==> config.mk <==
export PLATFORM = sky130hd
export DESIGN_NAME = gpio_irq
export DESIGN_NICKNAME = d
export VERILOG_FILES = /design/src/rtl/gpio_pkg.sv /design/src/rtl/gpio_irq_edge.sv /design/src/rtl/gpio_irq.sv
export SDC_FILE = /design/constraint.sdc
export NUM_CORES = 1
export LEC_CHECK = 0
export CAP_MARGIN = 25
export CORE_MARGIN = 4
export CORE_UTILIZATION = 25
export DETAILED_ROUTE_END_ITERATION = 8
export GPL_TIMING_DRIVEN = 0
export SYNTH_ARGS = -nofsm -noshare
export SYNTH_HDL_FRONTEND = slang
export SYNTH_SLANG_ARGS = --single-unit
==> constraint.sdc <==
create_clock -name clk_i -period 1.2 [get_ports clk_i]
set_input_delay 0.12 -clock clk_i [delete_from_list [all_inputs] [get_ports clk_i]]
set_output_delay 0.12 -clock clk_i [all_outputs]
set_load 0.01 [all_outputs]
==> src/rtl/gpio_pkg.sv <==
// Shared constants, register map and helpers for the GPIO interrupt block.
package gpio_pkg;

  localparam int unsigned GPIO_IRQ_REG_W = 32;
  localparam int unsigned GPIO_IRQ_BE_W  = GPIO_IRQ_REG_W / 8;

  localparam logic [GPIO_IRQ_REG_W-1:0] GPIO_IRQ_STATE_REG  = 32'h0000_0000;
  localparam logic [GPIO_IRQ_REG_W-1:0] GPIO_IRQ_ENABLE_REG = 32'h0000_0004;
  localparam logic [GPIO_IRQ_REG_W-1:0] GPIO_IRQ_RISE_REG   = 32'h0000_0008;
  localparam logic [GPIO_IRQ_REG_W-1:0] GPIO_IRQ_FALL_REG   = 32'h0000_000C;
  localparam logic [GPIO_IRQ_REG_W-1:0] GPIO_IRQ_TEST_REG   = 32'h0000_0010;
  localparam logic [GPIO_IRQ_REG_W-1:0] GPIO_IRQ_INPUT_REG  = 32'h0000_0014;

  typedef enum logic [2:0] {
    IRQ_REG_NONE,
    IRQ_REG_STATE,
    IRQ_REG_ENABLE,
    IRQ_REG_RISE,
    IRQ_REG_FALL,
    IRQ_REG_TEST,
    IRQ_REG_INPUT
  } irq_reg_e;

  // Expand byte enables into a per-bit lane mask.
  function automatic logic [GPIO_IRQ_REG_W-1:0] be_to_mask(input logic [GPIO_IRQ_BE_W-1:0] be);
    logic [GPIO_IRQ_REG_W-1:0] mask;
    mask = '0;
    for (int b = 0; b < int'(GPIO_IRQ_BE_W); b++) begin
      mask[b*8 +: 8] = {8{be[b]}};
    end
    return mask;
  endfunction

  // Map a register-window offset onto a register select; anything else is unmapped.
  function automatic irq_reg_e decode_reg(input logic [GPIO_IRQ_REG_W-1:0] off);
    irq_reg_e sel;
    case (off)
      GPIO_IRQ_STATE_REG:  sel = IRQ_REG_STATE;
      GPIO_IRQ_ENABLE_REG: sel = IRQ_REG_ENABLE;
      GPIO_IRQ_RISE_REG:   sel = IRQ_REG_RISE;
      GPIO_IRQ_FALL_REG:   sel = IRQ_REG_FALL;
      GPIO_IRQ_TEST_REG:   sel = IRQ_REG_TEST;
      GPIO_IRQ_INPUT_REG:  sel = IRQ_REG_INPUT;
      default:             sel = IRQ_REG_NONE;
    endcase
    return sel;
  endfunction

endpackage

==> src/rtl/gpio_irq_edge.sv <==
// Per-pin rise/fall event detector with a primed flag that masks the first
// post-reset cycle, so the reset value of the previous sample never fakes an edge.
module gpio_irq_edge #(
  parameter int unsigned Width = 8
) (
  input  logic             clk,
  input  logic             rst_n,
  input  logic [Width-1:0] gpi,
  input  logic [Width-1:0] rise_en,
  input  logic [Width-1:0] fall_en,
  output logic [Width-1:0] evt_c
);

  logic [Width-1:0] gpi_q;
  logic             primed;

  always_ff @(posedge clk or negedge rst_n) begin
    if (!rst_n) begin
      gpi_q  <= '0;
      primed <= 1'b0;
    end else begin
      gpi_q  <= gpi;
      primed <= 1'b1;
    end
  end

  assign evt_c = {Width{primed}} &
                 ((gpi & ~gpi_q & rise_en) | (~gpi & gpi_q & fall_en));

endmodule

==> src/rtl/gpio_irq.sv <==
// Edge/level interrupt generator for debounced GPIO inputs with a small
// device-bus register window and a single registered level interrupt.
module gpio_irq
  import gpio_pkg::*;
#(
  parameter int unsigned GpiWidth  = 8,
  parameter int unsigned AddrWidth = 32,
  parameter int unsigned DataWidth = 32,
  parameter int unsigned RegAddr   = 12
) (
  input  logic                 clk_i,
  input  logic                 rst_ni,
  input  logic                 device_req_i,
  input  logic [AddrWidth-1:0] device_addr_i,
  input  logic                 device_we_i,
  input  logic [3:0]           device_be_i,
  input  logic [DataWidth-1:0] device_wdata_i,
  output logic                 device_rvalid_o,
  output logic [DataWidth-1:0] device_rdata_o,
  input  logic [GpiWidth-1:0]  gpi_i,
  output logic                 irq_o
);

  logic [GpiWidth-1:0] intr_state;
  logic [GpiWidth-1:0] intr_enable;
  logic [GpiWidth-1:0] rise_en;
  logic [GpiWidth-1:0] fall_en;

  logic [GpiWidth-1:0] state_next;
  logic [GpiWidth-1:0] enable_next;
  logic [GpiWidth-1:0] rise_next;
  logic [GpiWidth-1:0] fall_next;

  logic [GpiWidth-1:0] evt_c;
  logic [GpiWidth-1:0] lane_mask;
  logic [GpiWidth-1:0] wdata_pins;
  logic [GpiWidth-1:0] w1c_clear;
  logic [GpiWidth-1:0] test_set;
  logic [DataWidth-1:0] rdata_c;

  irq_reg_e reg_sel;
  logic     wr;
  logic     rd;

  // Upper address bits and wdata bits beyond the pin count carry no meaning here.
  logic unused_bus;
  assign unused_bus = ^{device_addr_i, device_wdata_i};

  assign wr         = device_req_i & device_we_i;
  assign rd         = device_req_i & ~device_we_i;
  assign reg_sel    = decode_reg(GPIO_IRQ_REG_W'(device_addr_i[RegAddr-1:0]));
  assign lane_mask  = GpiWidth'(be_to_mask(device_be_i));
  assign wdata_pins = GpiWidth'(device_wdata_i) & lane_mask;

  gpio_irq_edge #(
    .Width (GpiWidth)
  ) u_edge (
    .clk     (clk_i),
    .rst_n   (rst_ni),
    .gpi     (gpi_i),
    .rise_en (rise_en),
    .fall_en (fall_en),
    .evt_c   (evt_c)
  );

  // Register write effects; a hardware event always beats a same-cycle clear.
  always_comb begin
    w1c_clear   = '0;
    test_set    = '0;
    enable_next = intr_enable;
    rise_next   = rise_en;
    fall_next   = fall_en;
    if (wr) begin
      case (reg_sel)
        IRQ_REG_STATE:  w1c_clear   = wdata_pins;
        IRQ_REG_ENABLE: enable_next = (intr_enable & ~lane_mask) | wdata_pins;
        IRQ_REG_RISE:   rise_next   = (rise_en & ~lane_mask) | wdata_pins;
        IRQ_REG_FALL:   fall_next   = (fall_en & ~lane_mask) | wdata_pins;
        IRQ_REG_TEST:   test_set    = wdata_pins;
        default:        ;
      endcase
    end
    state_next = (intr_state & ~w1c_clear) | evt_c | test_set;
  end

  // Read mux; write-only and unmapped offsets read as zero.
  always_comb begin
    rdata_c = '0;
    case (reg_sel)
      IRQ_REG_STATE:  rdata_c = DataWidth'(intr_state);
      IRQ_REG_ENABLE: rdata_c = DataWidth'(intr_enable);
      IRQ_REG_RISE:   rdata_c = DataWidth'(rise_en);
      IRQ_REG_FALL:   rdata_c = DataWidth'(fall_en);
      IRQ_REG_INPUT:  rdata_c = DataWidth'(gpi_i);
      default:        rdata_c = '0;
    endcase
  end

  always_ff @(posedge clk_i or negedge rst_ni) begin
    if (!rst_ni) begin
      intr_state      <= '0;
      intr_enable     <= '0;
      rise_en         <= '0;
      fall_en         <= '0;
      irq_o           <= 1'b0;
      device_rvalid_o <= 1'b0;
      device_rdata_o  <= '0;
    end else begin
      intr_state      <= state_next;
      intr_enable     <= enable_next;
      rise_en         <= rise_next;
      fall_en         <= fall_next;
      irq_o           <= |(state_next & enable_next);
      device_rvalid_o <= rd;
      device_rdata_o  <= rd ? rdata_c : '0;
    end
  end

endmodule

=== Yosys cells after proc, flatten, opt, wreduce, memory -nomap -nowiden ===
Cells that the tools add are included.

* Add/subtract/negate cells: 0
* $mul: 0
* Div/mod/pow operators: 0
* $lt $le $gt $ge: 0
* Eq/ne operators: 11
* Shift operators: 0
* Multiplexer cells: 9
* Bitwise logic cells: 24
* Reduce and logical (&&, ||, !) cells: 4

{| class="wikitable"
|+ Operators by type and width
! operator !! count
|-
| 8-bit bitwise AND || 11
|-
| 8-bit two-way mux || 6
|-
| 8-bit bitwise OR || 6
|-
| 8-bit one-hot mux with 5 select lines || 1
|-
| 32-bit two-way mux || 1
|-
| 8-bit inverter || 4
|-
| 12-bit by 4-bit equality test with 1-bit output, second input constant || 2
|-
| 12-bit by 5-bit equality test with 1-bit output, second input constant || 2
|-
| 3-bit one-hot mux with 6 select lines || 1
|-
| 12-bit by 3-bit equality test with 1-bit output, second input constant || 1
|-
| 12-bit zero test || 1
|-
| 3-bit equality test, second input constant || 3
|-
| 8-bit OR reduction || 1
|-
| 3-bit by 2-bit equality test with 1-bit output, second input constant || 2
|-
| 2-bit AND reduction || 2
|-
| 3-bit by 1-bit equality test with 1-bit output, second input constant || 1
|-
| 1-bit bitwise AND || 2
|-
| 1-bit inverter || 1
|}

* Bits in registers: 75
* Latch bits: 0
* Bits in writable memories: 0
* Bits in read-only memories: 0
* Output and inout port bits: 34
* Word-level logic and storage cells: 57
* Memories kept: 0

=== Longest topological paths before layout ===
Gate-level depths: netlist of the first run.

* Word-level depth: 11
* Gate-level depth with buffers: 7
* Gate-level depth less buffers: 5

=== Hierarchy ===
A second synthesis of the first run with hierarchy kept.

* Cell total of the unflattened synthesis: 209
* Area, all modules: 2560.0 µm²

{| class="wikitable"
|+ Modules (own cells, without submodules)
! module !! times used !! cells each !! area each (µm²) !! seq. area each (µm²)
|-
| gpio_irq || 1 || 173 || 2144.6 || 1051.0
|-
| gpio_irq_edge || 1 || 36 || 415.4 || 225.2
|}

=== Least setup slack after synthesis of the first run ===
OpenSTA, ideal clock, no wires.

* Kind: in2reg
* Start: in device_addr_i[5]
* End: reg irq_o
* Setup time: 0.135 ns
* Arrival: 1.904 ns
* Path slack: -0.839 ns
* Stages: 6
* Cells stage by stage: or4_4 > buf_6 > nor4_4 > mux2_2 > a22oi_1 > nand4_1

* Elaborated cells on any way between the ends: 22
* Classes of those cells: eq/ne: 8; mux: 7; bitwise: 5; reduce/logical: 2

{| class="wikitable"
|+ RTL lines
! item !! RTL line !! text
|-
| from (decl) || gpio_irq.sv:14 || <nowiki>input logic [AddrWidth-1:0] device_addr_i,</nowiki>
|-
| 12-bit by 5-bit equality test with 1-bit output, or another cell as far along || gpio_pkg.sv:37 || <nowiki>case (off)</nowiki>
|-
| 3-bit one-hot mux with 6 select lines (*) || gpio_pkg.sv:37 ||
|-
| 3-bit by 2-bit equality test with 1-bit output (*) || gpio_irq.sv:74 || <nowiki>case (reg_sel)</nowiki>
|-
| 8-bit two-way mux (*) || gpio_irq.sv:74 ||
|-
| 8-bit two-way mux (*) || gpio_irq.sv:73 || <nowiki>if (wr) begin</nowiki>
|-
| net enable_next[2] || gpio_irq.sv:30 || <nowiki>logic [GpiWidth-1:0] enable_next;</nowiki>
|-
| 8-bit bitwise AND (*) || gpio_irq.sv:113 || <nowiki>irq_o <= |(state_next & enable_next);</nowiki>
|-
| 8-bit OR reduction (*) || gpio_irq.sv:113 ||
|-
| to (signal assigned) || gpio_irq.sv:113 ||
|-
| to (decl) || gpio_irq.sv:21 || <nowiki>output logic irq_o</nowiki>
|}

Mark *: on every way through the listed nets, which the timed path passes. The rest lies on a longest branch.
A chain may end at the register's enable or synchronous reset.

=== Worst setup path after layout of the first run ===
* Start: in device_addr_i[4]
* End: reg irq_o

* Longest elaborated chain between the ends: 11
* Elaborated cells on any way between the ends: 22
* Classes of those cells: eq/ne: 8; mux: 7; bitwise: 5; reduce/logical: 2

{| class="wikitable"
|+ RTL lines
! item !! RTL line !! text
|-
| 12-bit by 5-bit equality test with 1-bit output, or another cell as far along || gpio_pkg.sv:37 ||
|-
| 3-bit one-hot mux with 6 select lines (*) || gpio_pkg.sv:37 ||
|-
| 3-bit by 1-bit equality test with 1-bit output || gpio_irq.sv:74 ||
|-
| 8-bit two-way mux || gpio_irq.sv:74 ||
|-
| 8-bit two-way mux || gpio_irq.sv:73 ||
|-
| 8-bit inverter || gpio_irq.sv:83 || <nowiki>state_next = (intr_state & ~w1c_clear) | evt_c | test_set;</nowiki>
|-
| 8-bit bitwise AND || gpio_irq.sv:83 ||
|-
| 8-bit bitwise OR || gpio_irq.sv:83 ||
|-
| 8-bit bitwise OR (*) || gpio_irq.sv:83 ||
|-
| net state_next[5] || gpio_irq.sv:29 || <nowiki>logic [GpiWidth-1:0] state_next;</nowiki>
|-
| 8-bit bitwise AND (*) || gpio_irq.sv:113 ||
|-
| 8-bit OR reduction (*) || gpio_irq.sv:113 ||
|}

Marks and branches as above.

==> key figures, run 1 <==
Placement
  • Total of buffers placed on input and output ports: 42
  • Final HPWL DP: 5059 um
  • Weighted congestion at the end of routability-driven global placement: 0.8210
  • Placement Setup Slack: -1.716 ns
  • Post-Place Cell Area: 3410 um2

Yosys
  • Post-synthesis area per instance: 12.16 um2
  • Post-synth ARST share: 100.0%
  • Most area-consuming cells after synthesis: sky130_fd_sc_hd__dfrtp_1, sky130_fd_sc_hd__buf_4, sky130_fd_sc_hd__mux2_2
  • Share of the yosys chip area belonging to registers: 47.93%
  • Post-synthesis register bit count: 51
  • Number of distinct library cells after synthesis: 35
  • Warning count from the yosys run: 0
  • Post-synthesis instance total: 219
  • Post-synth top area share: 47.93%
  • EDFF count, synth: 0
  • Area of the mapped netlist: 2663 um2
  • Cell type contributing the most total cell area after synthesis: sky130_fd_sc_hd__dfrtp_1
  • Most common flop cell mapped by yosys: sky130_fd_sc_hd__dfrtp_1

STA
  • Count of final setup violators: 41
  • Smallest setup slack after layout: -0.6457 ns
  • Hold Violations, Final: 0
  • Final clock skew: 0.01286 ns
  • Max frequency: 541.8 MHz
  • Max Transition Viols Final: 0
  • Slew at the pin closest to its max-slew limit: 0.7433 ns
  • Max-slew headroom: 50.18%
  • Final period demand of the worst path: 1.846 ns
  • Fin Setup TNS: -15.10 ns
  • Fraction of the cycle the final worst path needs: 153.8%
  • Setup repair after global routing missed its margin: yes
  • Worst hold slack: 0.1866 ns

Layout
  • Antenna cell count: 0
  • Final nets: 397
  • Core Util, Final: 38.28%
  • Fraction of final layout cells sized beyond drive strength 1: 42.45%
  • Area growth syn-to-layout: 49.11%
  • Fill cells: 1010
  • Most used cells in the layout excluding fill and tap cells: sky130_fd_sc_hd__dfrtp_1, sky130_fd_sc_hd__buf_4, sky130_fd_sc_hd__conb_1, sky130_fd_sc_hd__mux2_4, sky130_fd_sc_hd__and3b_1
  • Most common cell after layout, fill and taps aside: sky130_fd_sc_hd__dfrtp_1
  • Design Area, Final: 3970 um2

Min path
  • Worst Hold Class: in2reg
  • Worst Hold Path Cells: 2

Clock tree
  • Clock tree sinks: 51
  • Depth of the CTS H-tree: 2
  • Clock Tree Root: sky130_fd_sc_hd__clkbuf_8
  • Bufs on Longest Clock Path: 2
  • Inserted Clock Buffers: 5
  • Skew-Pair Late Insertion Delay: 0.31 ns
  • TritonCTS clock tree: built
  • Clock transition at the registers of the reported paths: 0.10 ns

Floorplanning
  • Initial core utilization: 25.68%
  • Placeable core region: 10370 um2
  • Width of the chip: 111.2 um
  • Overall die height: 111.2 um
  • I/O pins: 114
  • Num rows: 37
  • Total Die Area: 12370 um2

Job
  • Maximum Capacitance Violations: 0

Power
  • VDD IR max: 473.5 uV
  • Power per standard cell area: 803.3 nW/um2
  • Leakage power total: 1.934 nW

Setup path
  • CP max-delay cell: sky130_fd_sc_hd__or4_4
  • Worst-path fanout max: 9
  • Arrival time at the worst endpoint: 2.02 ns
  • Crit path to: irq_o$_DFF_PN0_
  • Required time reported for the critical path endpoint: 1.38 ns
  • Worst flop-to-flop path endpoint: irq_o$_DFF_PN0_
  • Worst Setup End Kind: register
  • Worst Setup Start Kind: input pin
  • Reg2Reg Depth: 5
  • Worst Setup Path Type: in2reg
  • Biggest cell delay along the critical path: 0.54 ns
  • Cell breakdown of the critical path: buf_6, or4_4, buf_8, buf_4, o41ai_2, o211ai_1, a22oi_2, nand4_1
  • Launch point of the critical path: device_addr_i[4]
  • Register-to-register path setup slack: -0.30 ns

Drt
  • Residual DRC: 0
  • Detailed Route Iter0 Violations: 143
  • Final wirelength: 7920 um
  • Post-DRT Antenna Nets: 0
  • Number of iterations in the first detailed-routing pass: 5
  • Vias per std cell: 4.773
  • Post-DR wirelength/cell: 17.44 um
  • Routed vias: 2167

Global route
  • Total congestion overflow after global routing: 0
  • Pin count of the biggest net entering global routing: 31
  • Global-route total usage across every layer: 12.21%
  • Vias in the first global route: 2182
  • First-pass GRT wire length: 12000 um
  • Initial antenna violation count: 0

Status
  • Status: finished, violations left
  • Violations in the final reports: setup timing
-- report_power, final --
part	leakage [nW]	total [mW]	switching, mW	internal [mW]
Clock	0.0412	1.01	0.604	0.410
Sequential	0.691	1.75	0.0144	1.74
Combinational	1.20	0.423	0.206	0.217
-- Yosys cell counts, types with 6 or more instances --
master	n
sky130_fd_sc_hd__o21ai_0	9
sky130_fd_sc_hd__a21oi_1	8
sky130_fd_sc_hd__and3b_1	16
sky130_fd_sc_hd__a222oi_1	8
sky130_fd_sc_hd__mux2_4	8
sky130_fd_sc_hd__dfrtp_1	51
sky130_fd_sc_hd__o41ai_1	8
sky130_fd_sc_hd__o211ai_1	6
sky130_fd_sc_hd__mux2_2	16
sky130_fd_sc_hd__a22oi_1	12
sky130_fd_sc_hd__buf_4	25
sky130_fd_sc_hd__or4b_1	6
sky130_fd_sc_hd__inv_1	6
-- timing repair --
action                                  CTS  global route
hold endpoints to repair                 21             0
buffers inserted                         19             7
pin swaps                                22            16
endpoints found under the setup margin   51            41
resized for setup                       111            22
hold buffers                              1             0
cloned                                    1             1
-- kinds of logic (layout without fill, tap and decap cells) --
group	count (synthesis)	in the layout	synth area share [%]
and+or+nand+nor	53	53	17.39
DFF	51	51	47.93
AOI/OAI and AO/OA	51	51	13.91
buffers and inverters	38	114	9.210
other	2	25	0.2821
muxes	24	24	11.28
-- cell type report --
class                           instances  area, um2  share of cell area (%)
Inverter                                6      22.52                  0.5673
Clock buffer                            6      72.57                   1.828
Sequential cell                        51       1276                   32.15
Multi-Input combinational cell        153       1458                   36.72
Tap cell                              136      170.2                   4.286
Timing Repair Buffer                   69      670.6                   16.89
Clock inverter                          2      12.51                  0.3152
Buffer                                 31      287.8                   7.249
-- worst max-delay path, delay by kind of cell --
family          cells  cell delay [ns]
buf+inv             3             0.42
simple gates        2             0.69
compound gates      3             0.79
-- worst min-delay path by stage --
stage	start	to	slack, ns
floorplan	rst_ni	asynchronous set/reset pin	-0.18
global placement	register	register	0.51
detailed placement	rst_ni	device_rdata_o[4]$_DFF_PN0_	0.14
CTS	device_we_i	device_rvalid_o$_DFF_PN0_	0.15
global route	device_we_i	device_rvalid_o$_DFF_PN0_	0.22
finish	device_wdata_i[2]	register	0.19
-- per-layer routing --
metal	vias to the layer above	routed length (um)	global-route usage, %	part of all wire [%]
met2	92	3861	19.38	49
met3	15	588	2.456	7.4
met5	-	0	0	0
met4	0	137	3.974	1.7
li1	994	-	-	-
met1	1066	3333	16.68	42
-- metrics by stage --
step / power (mW) / cells
6_report: 3.189 / 454
5_1_grt: 3.297 / 454
4_1_cts: 3.195 / 448
3_5_place_dp: 2.150 / 421
3_3_place_gp: 2.140 / 420
2_1_floorplan: 1.940 / 242
Note: power is estimated with default switching activity, not from simulation.
==> run 2: changes to the inputs <==
- SLEW_MARGIN: unset -> 30
- TNS_END_PERCENT: unset -> 1
==> run 2 against run 1 <==
  * The run still ends with setup timing left
  * Worst hold slack improved by 0.0011 ns
  * Design area decreased by 6.8%
  * Non-clock buffer count decreased by 15
  * Clock skew decreased by 0.0085 ns
  * Power increased by 4.2%
  * Count of clock-buffer cells in the layout unchanged
  * Die area unchanged
  * Critical path type unchanged
  * Largest cell class unchanged
==> key figures, run 2 (synthesized netlist as in run 1, its figures left out) <==
Status
  • Status: finished, violations left
  • Violations in the final reports: setup timing

Floorplanning
  • Overall die height: 111.2 um
  • Num rows: 37
  • Width of the chip: 111.2 um
  • Total Die Area: 12370 um2
  • Initial core utilization: 25.68%
  • I/O pins: 114
  • Placeable core region: 10370 um2

Layout
  • Core Util, Final: 35.67%
  • Antenna cell count: 0
  • Footprint of the multi-input gates: 1359 um2
  • Fill cells: 1052
  • Most common cell after layout, fill and taps aside: sky130_fd_sc_hd__dfrtp_1
  • FF+latch area: 1276 um2
  • Design Area, Final: 3699 um2
  • Area growth syn-to-layout: 38.91%
  • Most used cells in the layout excluding fill and tap cells: sky130_fd_sc_hd__dfrtp_1, sky130_fd_sc_hd__buf_4, sky130_fd_sc_hd__conb_1, sky130_fd_sc_hd__clkdlybuf4s50_1, sky130_fd_sc_hd__and3b_1
  • Fraction of final layout cells sized beyond drive strength 1: 35.43%
  • Final Non-Filler Cells: 438
  • Final nets: 382

STA
  • Count of final setup violators: 41
  • Max frequency: 521.0 MHz
  • Hold Violations, Final: 0
  • Max-slew headroom: 61.65%
  • Fin Setup TNS: -20.46 ns
  • Slew at the pin closest to its max-slew limit: 0.5734 ns
  • Final clock skew: 0.004359 ns
  • Final period demand of the worst path: 1.920 ns
  • Max Transition Viols Final: 0
  • Setup repair after global routing missed its margin: yes
  • Fraction of the cycle the final worst path needs: 160.0%
  • Smallest setup slack after layout: -0.7195 ns

Drt
  • Highest metal layer with signal wires: met4
  • Vias per std cell: 4.874
  • Detailed Route Iter0 Violations: 168
  • Post-DRT Antenna Nets: 0
  • Final wirelength: 7312 um
  • Residual DRC: 0
  • Routed vias: 2135
  • Met2 wirelength from detailed routing: 3298 um
  • Routed length on met1: 3351 um
  • Number of iterations in the first detailed-routing pass: 5
  • Detail Route met3 WL: 592 um
  • Post-DR wirelength/cell: 16.69 um

Setup path
  • Number of buffer and inverter instances along the worst setup path: 2
  • Register-to-register path setup slack: -0.28 ns
  • Worst Setup End Kind: register
  • Arrival time at the worst endpoint: 2.08 ns
  • Launch point of the critical path: device_addr_i[3]
  • Worst Setup Path Type: in2reg
  • Worst Setup Start Kind: input pin
  • Family with the most delay on the worst path: simple AND/OR/NAND/NOR gates
  • Required time reported for the critical path endpoint: 1.36 ns
  • CP max-delay cell: sky130_fd_sc_hd__or4b_4
  • Worst-path fanout max: 8
  • Biggest cell delay along the critical path: 0.55 ns
  • Cell breakdown of the critical path: clkdlybuf4s15_2, or4b_4, nor4_4, buf_12, mux2_2, a22oi_2, nand4_1

Clock tree
  • Clock tree sinks: 51
  • Clock transition at the registers of the reported paths: 0.09 ns
  • TritonCTS clock tree: built
  • Bufs on Longest Clock Path: 2
  • Inserted Clock Buffers: 5
  • Clock Tree Root: sky130_fd_sc_hd__clkbuf_8
  • Depth of the CTS H-tree: 2
  • Skew-Pair Late Insertion Delay: 0.31 ns

Global route
  • First-pass GRT wire length: 11810 um
  • Total congestion overflow after global routing: 0
  • Pin count of the biggest net entering global routing: 41
  • Vias in the first global route: 2161
  • Initial antenna violation count: 0
  • Global-route total usage across every layer: 11.94%

Placement
  • Weighted congestion at the end of routability-driven global placement: 0.8533
  • Total of buffers placed on input and output ports: 42
  • Final HPWL DP: 4963 um
  • Placed instance count: 421
  • Post-Place Cell Area: 3362 um2

Min path
  • Worst Hold Class: in2async

Job
  • Maximum Capacitance Violations: 0

Power
  • Total chip power: 3.323 mW
  • Power per standard cell area: 898.5 nW/um2
  • VDD IR max: 491.2 uV
  • Leakage power total: 1.783 nW
[run 2: changes by cell type in the layout (fill, tap and decap cells not counted), moves of 4 or more]
cell and change:
sky130_fd_sc_hd__mux2_2 +12, sky130_fd_sc_hd__buf_6 -11, sky130_fd_sc_hd__clkdlybuf4s50_1 +6, sky130_fd_sc_hd__buf_4 -4, sky130_fd_sc_hd__buf_2 -4, sky130_fd_sc_hd__mux2_4 -12
[run 2: area by class of cell]
type | count | share of cell area, %
inverter | 6 | 0.6089
multi-input combinational | 153 | 36.74
sequential | 51 | 34.51
tap | 136 | 4.601
buffer | 32 | 7.273
timing repair buffer | 53 | 13.50
clock inverter | 1 | 0.8119
clock buffer | 6 | 1.962
[run 2: what timing repair did]
item,in CTS,in global routing
endpoints found under the setup margin,51,41
gates cloned,0,0
endpoints found under the hold margin,51,0
pin swaps,11,10
buffers inserted,9,0
hold buffers,1,0
resized for setup,77,10
[run 2: final timing paths]
path	end	cells after the start
worst max-delay path	irq_o$_DFF_PN0_	7
worst min-delay path	asynchronous set/reset pin	2
worst max register to register	irq_o$_DFF_PN0_	5
worst min register to register	register	1
max in group asynchronous	asynchronous set/reset pin	3
min in group clk_i	register	2
[run 2: report_power, final]
part	total (mW)	internal (mW)	leakage, nW	switching [mW]
registers	1.75	1.74	0.691	0.0135
logic	0.391	0.198	1.04	0.194
clock network	1.18	0.612	0.0513	0.568
[run 2: stage by stage]
stage               hold slack (ns)  worst slack, ns
finish                       0.1876          -0.7195
global route                 0.2049          -0.7384
CTS                          0.1798          -0.6721
detailed placement         -0.02050           -1.658
global placement             0.5092           -1.704
floorplan                   -0.1756          -0.8217
[run 2: per-layer routing]
layer | track usage (%) | up-vias
met1 | 17.05 | 1051
li1 | - | 968
met2 | 17.73 | 108
met4 | 3.001 | 0
met5 | 0 | -
met3 | 3.439 | 8
[run 2: worst reg2reg max path, cell delays in order (launching register included)]
cell and delay [ns]:
sky130_fd_sc_hd__dfrtp_1 0.40, sky130_fd_sc_hd__and3b_1 0.16, sky130_fd_sc_hd__o21ai_0 0.21, sky130_fd_sc_hd__o211ai_1 0.17
sky130_fd_sc_hd__a22oi_2 0.23, sky130_fd_sc_hd__nand4_1 0.16
